===== config.mk =====
export PLATFORM = sky130hd
export DESIGN_NAME = spi_cmd_slave
export DESIGN_NICKNAME = d
export VERILOG_FILES = /design/src/rtl/spi_cmd_slave.sv
export SDC_FILE = /design/constraint.sdc
export NUM_CORES = 1
export LEC_CHECK = 0
export CAP_MARGIN = 0
export CORE_UTILIZATION = 53
export DETAILED_ROUTE_END_ITERATION = 8
export PLACE_DENSITY = 0.77
export SYNTH_ARGS = -nofsm -noshare
export SYNTH_HDL_FRONTEND = slang
export SYNTH_SLANG_ARGS = --single-unit

===== constraint.sdc =====
create_clock -name clk -period 1.9 [get_ports clk]
set_input_delay 0.57 -clock clk [delete_from_list [all_inputs] [get_ports clk]]
set_output_delay 0.57 -clock clk [all_outputs]
set_load 0.05 [all_outputs]

===== src/rtl/spi_cmd_slave.sv =====
// Oversampled SPI target: synchronizes SCK/SDI/CS, decodes {command, data word} frames and shifts read data out on SDO.
// Abort counter on err_count is built only when SPI_CMD_SLAVE_ERRCNT_EN is defined.
module spi_cmd_slave #(
    parameter int CMD_WIDTH   = 8,
    parameter int WORD_WIDTH  = 32,
    parameter int SPI_MODE    = 0,
    parameter int SYNC_STAGES = 2
) (
    input  logic                  clk,
    input  logic                  rst_n,
    input  logic                  sck_async,
    input  logic                  sdi_async,
    input  logic                  cs_async,
    output logic                  sdo,
    output logic [CMD_WIDTH-1:0]  cmd,
    output logic [WORD_WIDTH-1:0] wdata,
    output logic                  cmd_valid,
    output logic                  rd_req,
    input  logic [WORD_WIDTH-1:0] rdata,
    output logic                  busy,
    output logic [7:0]            err_count,
    output logic [1:0]            dbg_state
);

    localparam logic CPOL        = 1'((SPI_MODE >> 1) & 1);
    localparam logic CPHA        = 1'(SPI_MODE & 1);
    localparam bit   SAMPLE_RISE = (CPOL == CPHA);
    localparam int   TOTAL       = CMD_WIDTH + WORD_WIDTH;
    localparam int   CNT_W       = $clog2(TOTAL + 1);
    localparam int   SH_W        = (CMD_WIDTH > WORD_WIDTH) ? CMD_WIDTH : WORD_WIDTH;
    localparam logic [CNT_W-1:0] CMD_LAST  = CNT_W'(CMD_WIDTH - 1);
    localparam logic [CNT_W-1:0] DATA_LAST = CNT_W'(TOTAL - 1);
    localparam logic [CNT_W-1:0] CNT_MAX   = CNT_W'(TOTAL);

    // Handshake: cmd_valid and rd_req are single-cycle strobes with no back-pressure;
    // rdata must be stable on the cycle after rd_req, when it is captured.

    typedef enum logic [1:0] {
        S_IDLE = 2'd0,
        S_CMD  = 2'd1,
        S_DATA = 2'd2,
        S_DONE = 2'd3
    } state_t;

    state_t r_state;
    state_t w_state_nxt;

    logic [SYNC_STAGES-1:0] r_sck_sync;
    logic [SYNC_STAGES-1:0] r_sdi_sync;
    logic [SYNC_STAGES-1:0] r_cs_sync;
    logic                   r_sck_d;
    logic [SYNC_STAGES:0]   r_settle;
    logic                   r_armed;

    logic w_sck;
    logic w_sdi;
    logic w_cs;
    logic w_sck_rise;
    logic w_sck_fall;
    logic w_sample;
    logic w_shift;

    logic [CNT_W-1:0]      r_bit_cnt;
    logic [SH_W-2:0]       r_in_shift;
    logic [SH_W-1:0]       w_in_next;
    logic [CMD_WIDTH-1:0]  r_cmd_lat;
    logic                  r_is_read;
    logic [CMD_WIDTH-1:0]  r_cmd;
    logic [WORD_WIDTH-1:0] r_wdata;
    logic                  r_cmd_valid;
    logic                  r_rd_req;
    logic                  r_load;
    logic [WORD_WIDTH-1:0] r_out_shift;
    logic                  r_sdo_bit;

    logic w_cmd_done;
    logic w_data_done;

    // Input synchronizers; SCK resets to its idle level so no edge is seen at reset release.
    always_ff @(posedge clk or negedge rst_n) begin
        if (!rst_n) begin
            r_sck_sync <= {SYNC_STAGES{CPOL}};
            r_sdi_sync <= '0;
            r_cs_sync  <= '1;
            r_sck_d    <= CPOL;
        end else begin
            r_sck_sync <= {r_sck_sync[SYNC_STAGES-2:0], sck_async};
            r_sdi_sync <= {r_sdi_sync[SYNC_STAGES-2:0], sdi_async};
            r_cs_sync  <= {r_cs_sync[SYNC_STAGES-2:0], cs_async};
            r_sck_d    <= r_sck_sync[SYNC_STAGES-1];
        end
    end

    assign w_sck      = r_sck_sync[SYNC_STAGES-1];
    assign w_sdi      = r_sdi_sync[SYNC_STAGES-1];
    assign w_cs       = r_cs_sync[SYNC_STAGES-1];
    assign w_sck_rise = w_sck & ~r_sck_d;
    assign w_sck_fall = ~w_sck & r_sck_d;
    assign w_sample   = SAMPLE_RISE ? w_sck_rise : w_sck_fall;
    assign w_shift    = SAMPLE_RISE ? w_sck_fall : w_sck_rise;

    // A frame may start only after CS has been seen high on real (post-reset) samples,
    // so a frame already running when reset releases is ignored until CS cycles.
    always_ff @(posedge clk or negedge rst_n) begin
        if (!rst_n) begin
            r_settle <= '0;
            r_armed  <= 1'b0;
        end else begin
            r_settle <= {r_settle[SYNC_STAGES-1:0], 1'b1};
            if (r_settle[SYNC_STAGES] && w_cs) begin
                r_armed <= 1'b1;
            end
        end
    end

    always_ff @(posedge clk or negedge rst_n) begin
        if (!rst_n) begin
            r_state <= S_IDLE;
        end else begin
            r_state <= w_state_nxt;
        end
    end

    always_comb begin
        w_state_nxt = r_state;
        w_cmd_done  = 1'b0;
        w_data_done = 1'b0;
        case (r_state)
            S_IDLE: begin
                if (r_armed && !w_cs) begin
                    w_state_nxt = S_CMD;
                end
            end
            S_CMD: begin
                if (w_cs) begin
                    w_state_nxt = S_IDLE;
                end else if (w_sample && r_bit_cnt == CMD_LAST) begin
                    w_cmd_done  = 1'b1;
                    w_state_nxt = S_DATA;
                end
            end
            S_DATA: begin
                // A final sample edge seen together with CS high still completes the frame.
                if (w_sample && r_bit_cnt == DATA_LAST) begin
                    w_data_done = 1'b1;
                    w_state_nxt = w_cs ? S_IDLE : S_DONE;
                end else if (w_cs) begin
                    w_state_nxt = S_IDLE;
                end
            end
            S_DONE: begin
                if (w_cs) begin
                    w_state_nxt = S_IDLE;
                end
            end
            default: w_state_nxt = S_IDLE;
        endcase
    end

    assign w_in_next = {r_in_shift, w_sdi};

    always_ff @(posedge clk or negedge rst_n) begin
        if (!rst_n) begin
            r_bit_cnt  <= '0;
            r_in_shift <= '0;
        end else begin
            if (w_cs || r_state == S_IDLE) begin
                r_bit_cnt <= '0;
            end else if (w_sample && r_bit_cnt != CNT_MAX) begin
                r_bit_cnt <= r_bit_cnt + CNT_W'(1);
            end
            if (w_sample && (r_state == S_CMD || r_state == S_DATA)) begin
                r_in_shift <= w_in_next[SH_W-2:0];
            end
        end
    end

    // The command is held privately until the frame completes so an abort leaves cmd untouched.
    always_ff @(posedge clk or negedge rst_n) begin
        if (!rst_n) begin
            r_cmd_lat   <= '0;
            r_is_read   <= 1'b0;
            r_rd_req    <= 1'b0;
            r_cmd_valid <= 1'b0;
            r_cmd       <= '0;
            r_wdata     <= '0;
        end else begin
            r_rd_req    <= 1'b0;
            r_cmd_valid <= w_data_done;
            if (w_cmd_done) begin
                r_cmd_lat <= w_in_next[CMD_WIDTH-1:0];
                r_is_read <= w_in_next[CMD_WIDTH-1];
                r_rd_req  <= w_in_next[CMD_WIDTH-1];
            end
            if (w_data_done) begin
                r_cmd   <= r_cmd_lat;
                r_wdata <= w_in_next[WORD_WIDTH-1:0];
            end
        end
    end

    // rdata is captured one cycle after rd_req; the first shift edge then presents its MSB.
    always_ff @(posedge clk or negedge rst_n) begin
        if (!rst_n) begin
            r_load      <= 1'b0;
            r_out_shift <= '0;
            r_sdo_bit   <= 1'b0;
        end else begin
            r_load <= r_rd_req;
            if (r_load) begin
                r_out_shift <= rdata;
            end else if (w_shift && r_state == S_DATA && r_is_read) begin
                r_sdo_bit   <= r_out_shift[WORD_WIDTH-1];
                r_out_shift <= {r_out_shift[WORD_WIDTH-2:0], 1'b0};
            end
            if (r_state != S_DATA) begin
                r_sdo_bit <= 1'b0;
            end
        end
    end

`ifdef SPI_CMD_SLAVE_ERRCNT_EN
    logic       w_abort;
    logic [7:0] r_err_count;

    assign w_abort = (r_state == S_CMD || r_state == S_DATA) && w_cs && !w_data_done;

    always_ff @(posedge clk or negedge rst_n) begin
        if (!rst_n) begin
            r_err_count <= 8'd0;
        end else if (w_abort && r_err_count != 8'hFF) begin
            r_err_count <= r_err_count + 8'd1;
        end
    end

    assign err_count = r_err_count;
`else
    assign err_count = 8'd0;
`endif

    assign sdo       = r_sdo_bit & r_is_read & (r_state == S_DATA);
    assign cmd       = r_cmd;
    assign wdata     = r_wdata;
    assign cmd_valid = r_cmd_valid;
    assign rd_req    = r_rd_req;
    assign busy      = (r_state == S_CMD) || (r_state == S_DATA);
    assign dbg_state = r_state;

endmodule


==> key figures, run 1 <==
Outcome
  – Outcome: finished with violations
  – Violations in the final reports: negative setup slack

Timing
  – Period utilization: 1.07
  – RSZ-0062 raised after global routing: yes
  – Number of failing setup endpoints in the final timing report: 2
  – Minimum clock period after layout: 2.04 ns
  – Achievable clock frequency: 0.490 GHz
  – Clock skew after layout: 0.00677 ns
  – Count of pins over their slew limit: 0
  – Final setup margin: -0.139 ns
  – Hold Violations, Final: 0
  – Final-layout setup total negative slack: -0.236 ns

Global route
  – Met1 layer usage reported by global route: 0.247
  – Combined global-route utilization of all metal layers: 0.205
  – Number of global-route vias before repair: 3,417
  – Met3 usage in global routing: 0.0678
  – Global routing usage on met2: 0.344
  – Pin count of the biggest net entering global routing: 43
  – First-pass GRT wire length: 16,200 um
  – Layer carrying the most global-route usage: met2
  – Total overflow reported by the global router: 0
  – Antenna violations before repair: 0

Min path
  – Worst hold path endpoint: r_settle[1]
  – Min-Delay Startpoint: r_settle[0]
  – Worst hold path class: reg2reg
  – Min-Delay Path Depth: 0

Final layout
  – Commonest non-fill, non-tap cell in the layout: sky130_fd_sc_hd__dfrtp_1
  – Nets@finish: 550
  – Fill count: 705
  – Leading cell types in the layout, fill and taps excluded: sky130_fd_sc_hd__dfrtp_1, sky130_fd_sc_hd__mux2_2, sky130_fd_sc_hd__buf_4
  – Layout cells sized above 1: 0.369
  – Register Area: 3360 sq um
  – Signed area change from the synthesized netlist to the final layout: 31.7%
  – Multi-input logic area: 1930 sq um
  – Antenna diode instance count: 0
  – Post-route cell area: 7120 sq um

Synth
  – Post-synthesis async set-or-reset flop share: 1.00
  – Number of warnings issued by yosys: 0
  – Synthesized-area fraction occupied by and/or/nand/nor cells: 0.0577
  – Area fraction in compound gates after synthesis: 0.0486
  – EDFF count, synth: 0
  – Synthesized instance count: 403
  – Yosys reg bits: 134
  – Syn Std Cell Area: 5400 sq um
  – Main synth FF type: sky130_fd_sc_hd__dfrtp_1
  – Main combinational cell family by area after synthesis: multiplexers
  – Post-synthesis share of cell area spent on full adders, half adders and majority gates: 0.0139
  – Avg Inst Size Synth: 13.4 sq um
  – Sequential element share of the synthesized area: 0.621
  – Xor-xnor portion of the synthesized cell area: 0.00648
  – Multiplexer fraction of the synthesized cell area: 0.218
  – Number of different library cells in the post-synthesis netlist: 34

CTS
  – Maximum buffer depth of the clock tree: 2
  – Clock Tree Root: sky130_fd_sc_hd__clkbuf_8
  – Worst-path clk slew: 0.06 ns
  – Clock sinks: 134
  – Total clock buffers created by CTS: 17
  – H-tree Lvls: 4
  – Clock tree from TritonCTS: built
  – Latest clock arrival within the worst-skew pair: 0.51 ns

Die
  – Full die area: 10,600 sq um
  – Boundary pin count: 91
  – Die X-Extent: 103 um
  – Core area: 9820 sq um
  – Y dimension of the die: 103 um
  – Placement row count: 36
  – Effective utilization at floorplan: 0.550

Placement
  – Total of buffers placed on input and output ports: 82
  – GP Congestion: 0.827
  – HPWL reported at the end of detailed placement: 6660 um
  – Area after detailed placement: 6370 sq um

Job
  – Number of maximum-capacitance constraint violations: 0

Setup path
  – WP data required: 1.33 ns
  – Startpoint kind of the worst setup timing path: register
  – Reg-to-reg endpoint: dbg_state[0]
  – Startpoint of the worst register-to-register path: r_bit_cnt[0]
  – Largest driver fanout on the critical path: 3
  – Arrival time of the worst setup path: 1.47 ns
  – Number of cell instances on the worst register-to-register path: 5
  – Reg-to-reg slack, setup: 0.06 ns
  – Worst Path Class, Setup: reg2out
  – Kind of end point of the critical path: primary output

Routing
  – Post-detailed-route wirelength per cell: 16.0 um
  – Wire length reported by the detailed router: 10,500 um
  – Iter 0 DRT Violations: 108
  – Drt pass-1 iters: 4
  – Mean number of vias per cell: 5.13
  – Remaining DRCs: 0
  – Number of antenna-violating nets in the routed design: 0
  – Overall via count from detail_route: 3,352

Power and ir drop
  – Overall power of the completed layout: 7.69 mW
  – Worst voltage drop across the vdd grid: 0.766 mV
  – Leakage Power: 3.53 nW
  – Total power density per cell area: 1080 nW/um^2
## area by class of cell
type,instances,area share
Multi-Input combinational cell,240,0.271
Inverter,8,0.00457
Timing Repair Buffer,106,0.137
Tap cell,133,0.0234
Clock buffer,21,0.0645
Sequential cell,134,0.472
Clock inverter,11,0.0274
## metal layers
metal  part of all wire  routed length (um)
met1               0.44                4580
met2               0.50                5230
met3              0.049                 516
met4              0.012                 127
met5                  0                   0
## worst max path at each step
stage,endpoint,from
after floorplan,dbg_state[0],dbg_state[0]
after global placement,sdo,dbg_state[0]
after detailed placement,dbg_state[0],r_bit_cnt[1]
after CTS,sdo,dbg_state[0]
after global routing,sdo,dbg_state[0]
final,sdo,dbg_state[0]
## power by group
part | switching, mW | internal (mW)
registers | 0.103 | 2.96
clock network | 1.19 | 2.37
logic | 0.550 | 0.517
total | 1.84 | 5.85
## cells in the mapped netlist, types with 3 or more instances
master	instances	area, sq um
sky130_fd_sc_hd__xor2_1	3	26.3
sky130_fd_sc_hd__o21ai_0	37	185
sky130_fd_sc_hd__clkbuf_1	8	30.0
sky130_fd_sc_hd__dfrtp_1	132	3300
sky130_fd_sc_hd__mux2i_1	32	320
sky130_fd_sc_hd__nor2_1	9	33.8
sky130_fd_sc_hd__buf_4	8	60.1
sky130_fd_sc_hd__nand2_1	41	154
sky130_fd_sc_hd__mux2_2	76	856
sky130_fd_sc_hd__nand4b_1	3	26.3
sky130_fd_sc_hd__buf_2	11	55.1
sky130_fd_sc_hd__inv_1	8	30.0
sky130_fd_sc_hd__ha_1	6	75.1
## logic make-up (layout without fill, tap and decap cells)
| family | count (synthesis) | after routing |
|---|---|---|
| other | 2 | 9 |
| DFF | 134 | 134 |
| AOI/OAI and AO/OA | 47 | 47 |
| buffers and inverters | 36 | 146 |
| xor gates and xnor gates | 4 | 4 |
| muxes | 108 | 108 |
| adders and majority gates | 6 | 6 |
| and+or+nand+nor | 66 | 66 |
## flip-flops by register name (all words and copies together), names as in the netlist
name,count
r_out_shift,32
r_cmd_lat,8
rd_req,1
r_sck_d,1
cmd_valid,1
r_settle,3
r_load,1
dbg_state,2
r_bit_cnt,6
r_sck_sync,2
r_sdo_bit,1
r_in_shift,31
r_cs_sync,2
cmd,8
r_sdi_sync,2
wdata,32
r_armed,1
## stage by stage
step | utilization | instances | worst slack, ns | hold slack (ns)
2_1_floorplan | - | 410 | 0.0228 | 0.274
3_3_place_gp | 0.649 | 612 | 0.153 | 0.333
3_5_place_dp | 0.649 | 612 | 0.0971 | 0.338
4_1_cts | 0.722 | 650 | -0.145 | 0.348
5_1_grt | 0.725 | 653 | -0.197 | 0.351
6_report | 0.725 | 653 | -0.139 | 0.346
## critical path, stage by stage, from the launching register on
cell and delay [ns]:
sky130_fd_sc_hd__dfrtp_2 0.43, sky130_fd_sc_hd__inv_4 0.09, sky130_fd_sc_hd__ha_4 0.13, sky130_fd_sc_hd__and3_4 0.18
sky130_fd_sc_hd__buf_12 0.13
## repair_timing
item | 4_1_cts | 5_1_grt
setup endpoints to repair | 2 | 3
endpoints found under the hold margin | 31 | 0
pin swaps | 2 | 0
gates resized for setup | 4 | 2
gates cloned | 0 | 0
buffers inserted | 5 | 3
hold buffers | 1 | 0
No activity file was read; power rests on OpenSTA's default activity.
==> inputs of run 2 (changes only) <==
Clock period 1.9 ns to 2.2 ns, I/O delays scaled along.
==> key figures, run 2 (synthesized netlist as in run 1, its figures left out) <==
Global route
  – Total overflow reported by the global router: 0 (unchanged)
  – Antenna violations before repair: 0 (unchanged)
  – Pin count of the biggest net entering global routing: 52 (was 43)
  – First-pass GRT wire length: 15,700 um (was 16,200 um)
  – Combined global-route utilization of all metal layers: 0.201 (was 0.205)
  – Number of global-route vias before repair: 3,265 (was 3,417)

Setup path
  – Largest driver fanout on the critical path: 3 (unchanged)
  – Reg-to-reg endpoint: dbg_state[0] (unchanged)
  – Startpoint of the worst register-to-register path: r_bit_cnt[1] (was r_bit_cnt[0])
  – Startpoint kind of the worst setup timing path: register (unchanged)
  – Reg-to-reg slack, setup: 0.27 ns (was 0.06 ns)
  – Kind of end point of the critical path: primary output (unchanged)
  – Highest-delay cell along the critical path: sky130_fd_sc_hd__dfrtp_2 (unchanged)
  – Series of cell instances along the critical path: inv_1 -> ha_1 -> buf_12 (was inv_4 -> ha_4 -> and3_4 -> buf_12)
  – CP bufs+invs: 2 (unchanged)
  – Arrival time of the worst setup path: 1.51 ns (was 1.47 ns)
  – Cell family contributing the most delay on the critical path: flip-flops (unchanged)
  – Slowest cell delay on critical path: 0.41 ns (was 0.43 ns)
  – WP data required: 1.54 ns (was 1.33 ns)
  – Number of cell instances on the worst register-to-register path: 5 (unchanged)
  – Worst Path Class, Setup: reg2out (unchanged)
  – Launch point of the worst path: dbg_state[1] (was dbg_state[0])

Routing
  – Remaining DRCs: 0 (unchanged)
  – Post-detailed-route wirelength per cell: 15.5 um (was 16.0 um)
  – Overall via count from detail_route: 3,310 (was 3,352)
  – Mean number of vias per cell: 5.15 (was 5.13)
  – Iter 0 DRT Violations: 97 (was 108)
  – Wire length reported by the detailed router: 9940 um (was 10,500 um)
  – Drt pass-1 iters: 4 (unchanged)
  – Number of antenna-violating nets in the routed design: 0 (unchanged)

CTS
  – Clock Tree Root: sky130_fd_sc_hd__clkbuf_8 (unchanged)
  – Worst-path clk slew: 0.07 ns (was 0.06 ns)
  – H-tree Lvls: 4 (unchanged)
  – Clock sinks: 134 (unchanged)
  – Maximum buffer depth of the clock tree: 2 (unchanged)
  – Total clock buffers created by CTS: 17 (unchanged)
  – Latest clock arrival within the worst-skew pair: 0.52 ns (was 0.51 ns)
  – Clock tree from TritonCTS: built (unchanged)

Final layout
  – Leading cell types in the layout, fill and taps excluded: sky130_fd_sc_hd__dfrtp_1, sky130_fd_sc_hd__mux2_2, sky130_fd_sc_hd__nand2_1 (was sky130_fd_sc_hd__dfrtp_1, sky130_fd_sc_hd__mux2_2, sky130_fd_sc_hd__buf_4)
  – Signed area change from the synthesized netlist to the final layout: 28.7% (was 31.7%)
  – Commonest non-fill, non-tap cell in the layout: sky130_fd_sc_hd__dfrtp_1 (unchanged)
  – Register Area: 3360 sq um (unchanged)
  – Layout cells sized above 1: 0.288 (was 0.369)
  – Antenna diode instance count: 0 (unchanged)
  – Nets@finish: 540 (was 550)
  – Fill count: 748 (was 705)
  – Multi-input logic area: 1910 sq um (was 1930 sq um)

Die
  – Effective utilization at floorplan: 0.550 (unchanged)
  – Boundary pin count: 91 (unchanged)
  – Die X-Extent: 103 um (unchanged)
  – Y dimension of the die: 103 um (unchanged)
  – Placement row count: 36 (unchanged)
  – Full die area: 10,600 sq um (unchanged)
  – Core area: 9820 sq um (unchanged)

Timing
  – Final Hold Slack: 0.0852 ns (was 0.346 ns)
  – Number of failing setup endpoints in the final timing report: 0 (was 2)
  – Least-Margin Pin Slew: 0.547 ns
  – Minimum clock period after layout: 2.17 ns
  – Achievable clock frequency: 0.460 GHz
  – Period utilization: 0.987
  – Clock skew after layout: 0.00996 ns (was 0.00677 ns)
  – Final setup margin: 0.0280 ns (was -0.139 ns)
  – Count of pins over their slew limit: 0 (unchanged)
  – Worst max-slew margin expressed relative to the limit: 0.633
  – RSZ-0062 raised after global routing: yes (unchanged)
  – Hold Violations, Final: 0 (unchanged)

Min path
  – Worst hold path class: in2async (was reg2reg)

Placement
  – GP Congestion: 0.759 (was 0.827)
  – HPWL reported at the end of detailed placement: 6320 um (was 6660 um)
  – Post-Place Worst Slack: 0.290 ns (was 0.0971 ns)
  – Total of buffers placed on input and output ports: 82 (unchanged)

Power and ir drop
  – Total power density per cell area: 878 nW/um^2 (was 1080 nW/um^2)
  – Worst voltage drop across the vdd grid: 0.512 mV (was 0.766 mV)
  – Overall power of the completed layout: 6.10 mW (was 7.69 mW)
  – Leakage Power: 3.54 nW (was 3.53 nW)

Outcome
  – Outcome: finished clean (was finished with violations)

Job
  – Number of maximum-capacitance constraint violations: 0 (unchanged)
run 2: worst reg2reg max path: stages (launching register included):
cell	delay, ns
sky130_fd_sc_hd__dfrtp_1	0.39
sky130_fd_sc_hd__ha_1	0.20
sky130_fd_sc_hd__and4b_1	0.31
sky130_fd_sc_hd__nand4_4	0.25
sky130_fd_sc_hd__or3_1	0.43
sky130_fd_sc_hd__a221oi_2	0.26
run 2: repair_timing:
item / in CTS / in global routing
endpoints found under the setup margin: 35 / 2
gates resized for setup: 38 / 0
pin swaps: 1 / 0
gates cloned: 0 / 0
buffers inserted: 1 / 3
hold buffers: 0 / 0
run 2: layer usage:
layer  up-vias  GRT usage  part of all wire
li1       1575          -                 -
met1      1647      0.243              0.43
met2        78      0.326              0.49
met3        10     0.0766             0.066
met4         0     0.0802            0.0087
met5         -          0                 0
run 2: through the flow:
| stage | cells | utilization | TNS [ns] | area [sq um] |
|---|---|---|---|---|
| global placement | 607 | 0.649 | 0 | 6380 |
| finish | 643 | 0.708 | 0 | 6960 |
| floorplan | 410 | - | 0 | 5430 |
| global route | 643 | 0.708 | -0.0546 | 6960 |
| detailed placement | 607 | 0.649 | 0 | 6380 |
| CTS | 640 | 0.706 | -0.0628 | 6930 |
run 2: how the worst max path moves through the flow:
stage                          end  slack [ns]  cells past startpoint
floorplan           r_in_shift[10]        0.13                      5
global placement               sdo        0.34                      4
detailed placement    dbg_state[0]        0.29                      5
CTS                            sdo       -0.04                      4
global route                  busy       -0.03                      3
finish                        busy        0.03                      3
run 2: cell type report:
type                       count  area share
tap                          133      0.0239
inverter                       8     0.00468
multi-input combinational    240       0.275
clock buffer                  17      0.0595
clock inverter                15      0.0225
timing repair buffer          96       0.132
sequential                   134       0.483
run 2: report_power, final:
group	switching (mW)	internal (mW)	total, mW
clock network	1.20	1.46	2.66
logic	0.433	0.363	0.796
registers	0.0862	2.56	2.64
total	1.72	4.38	6.10
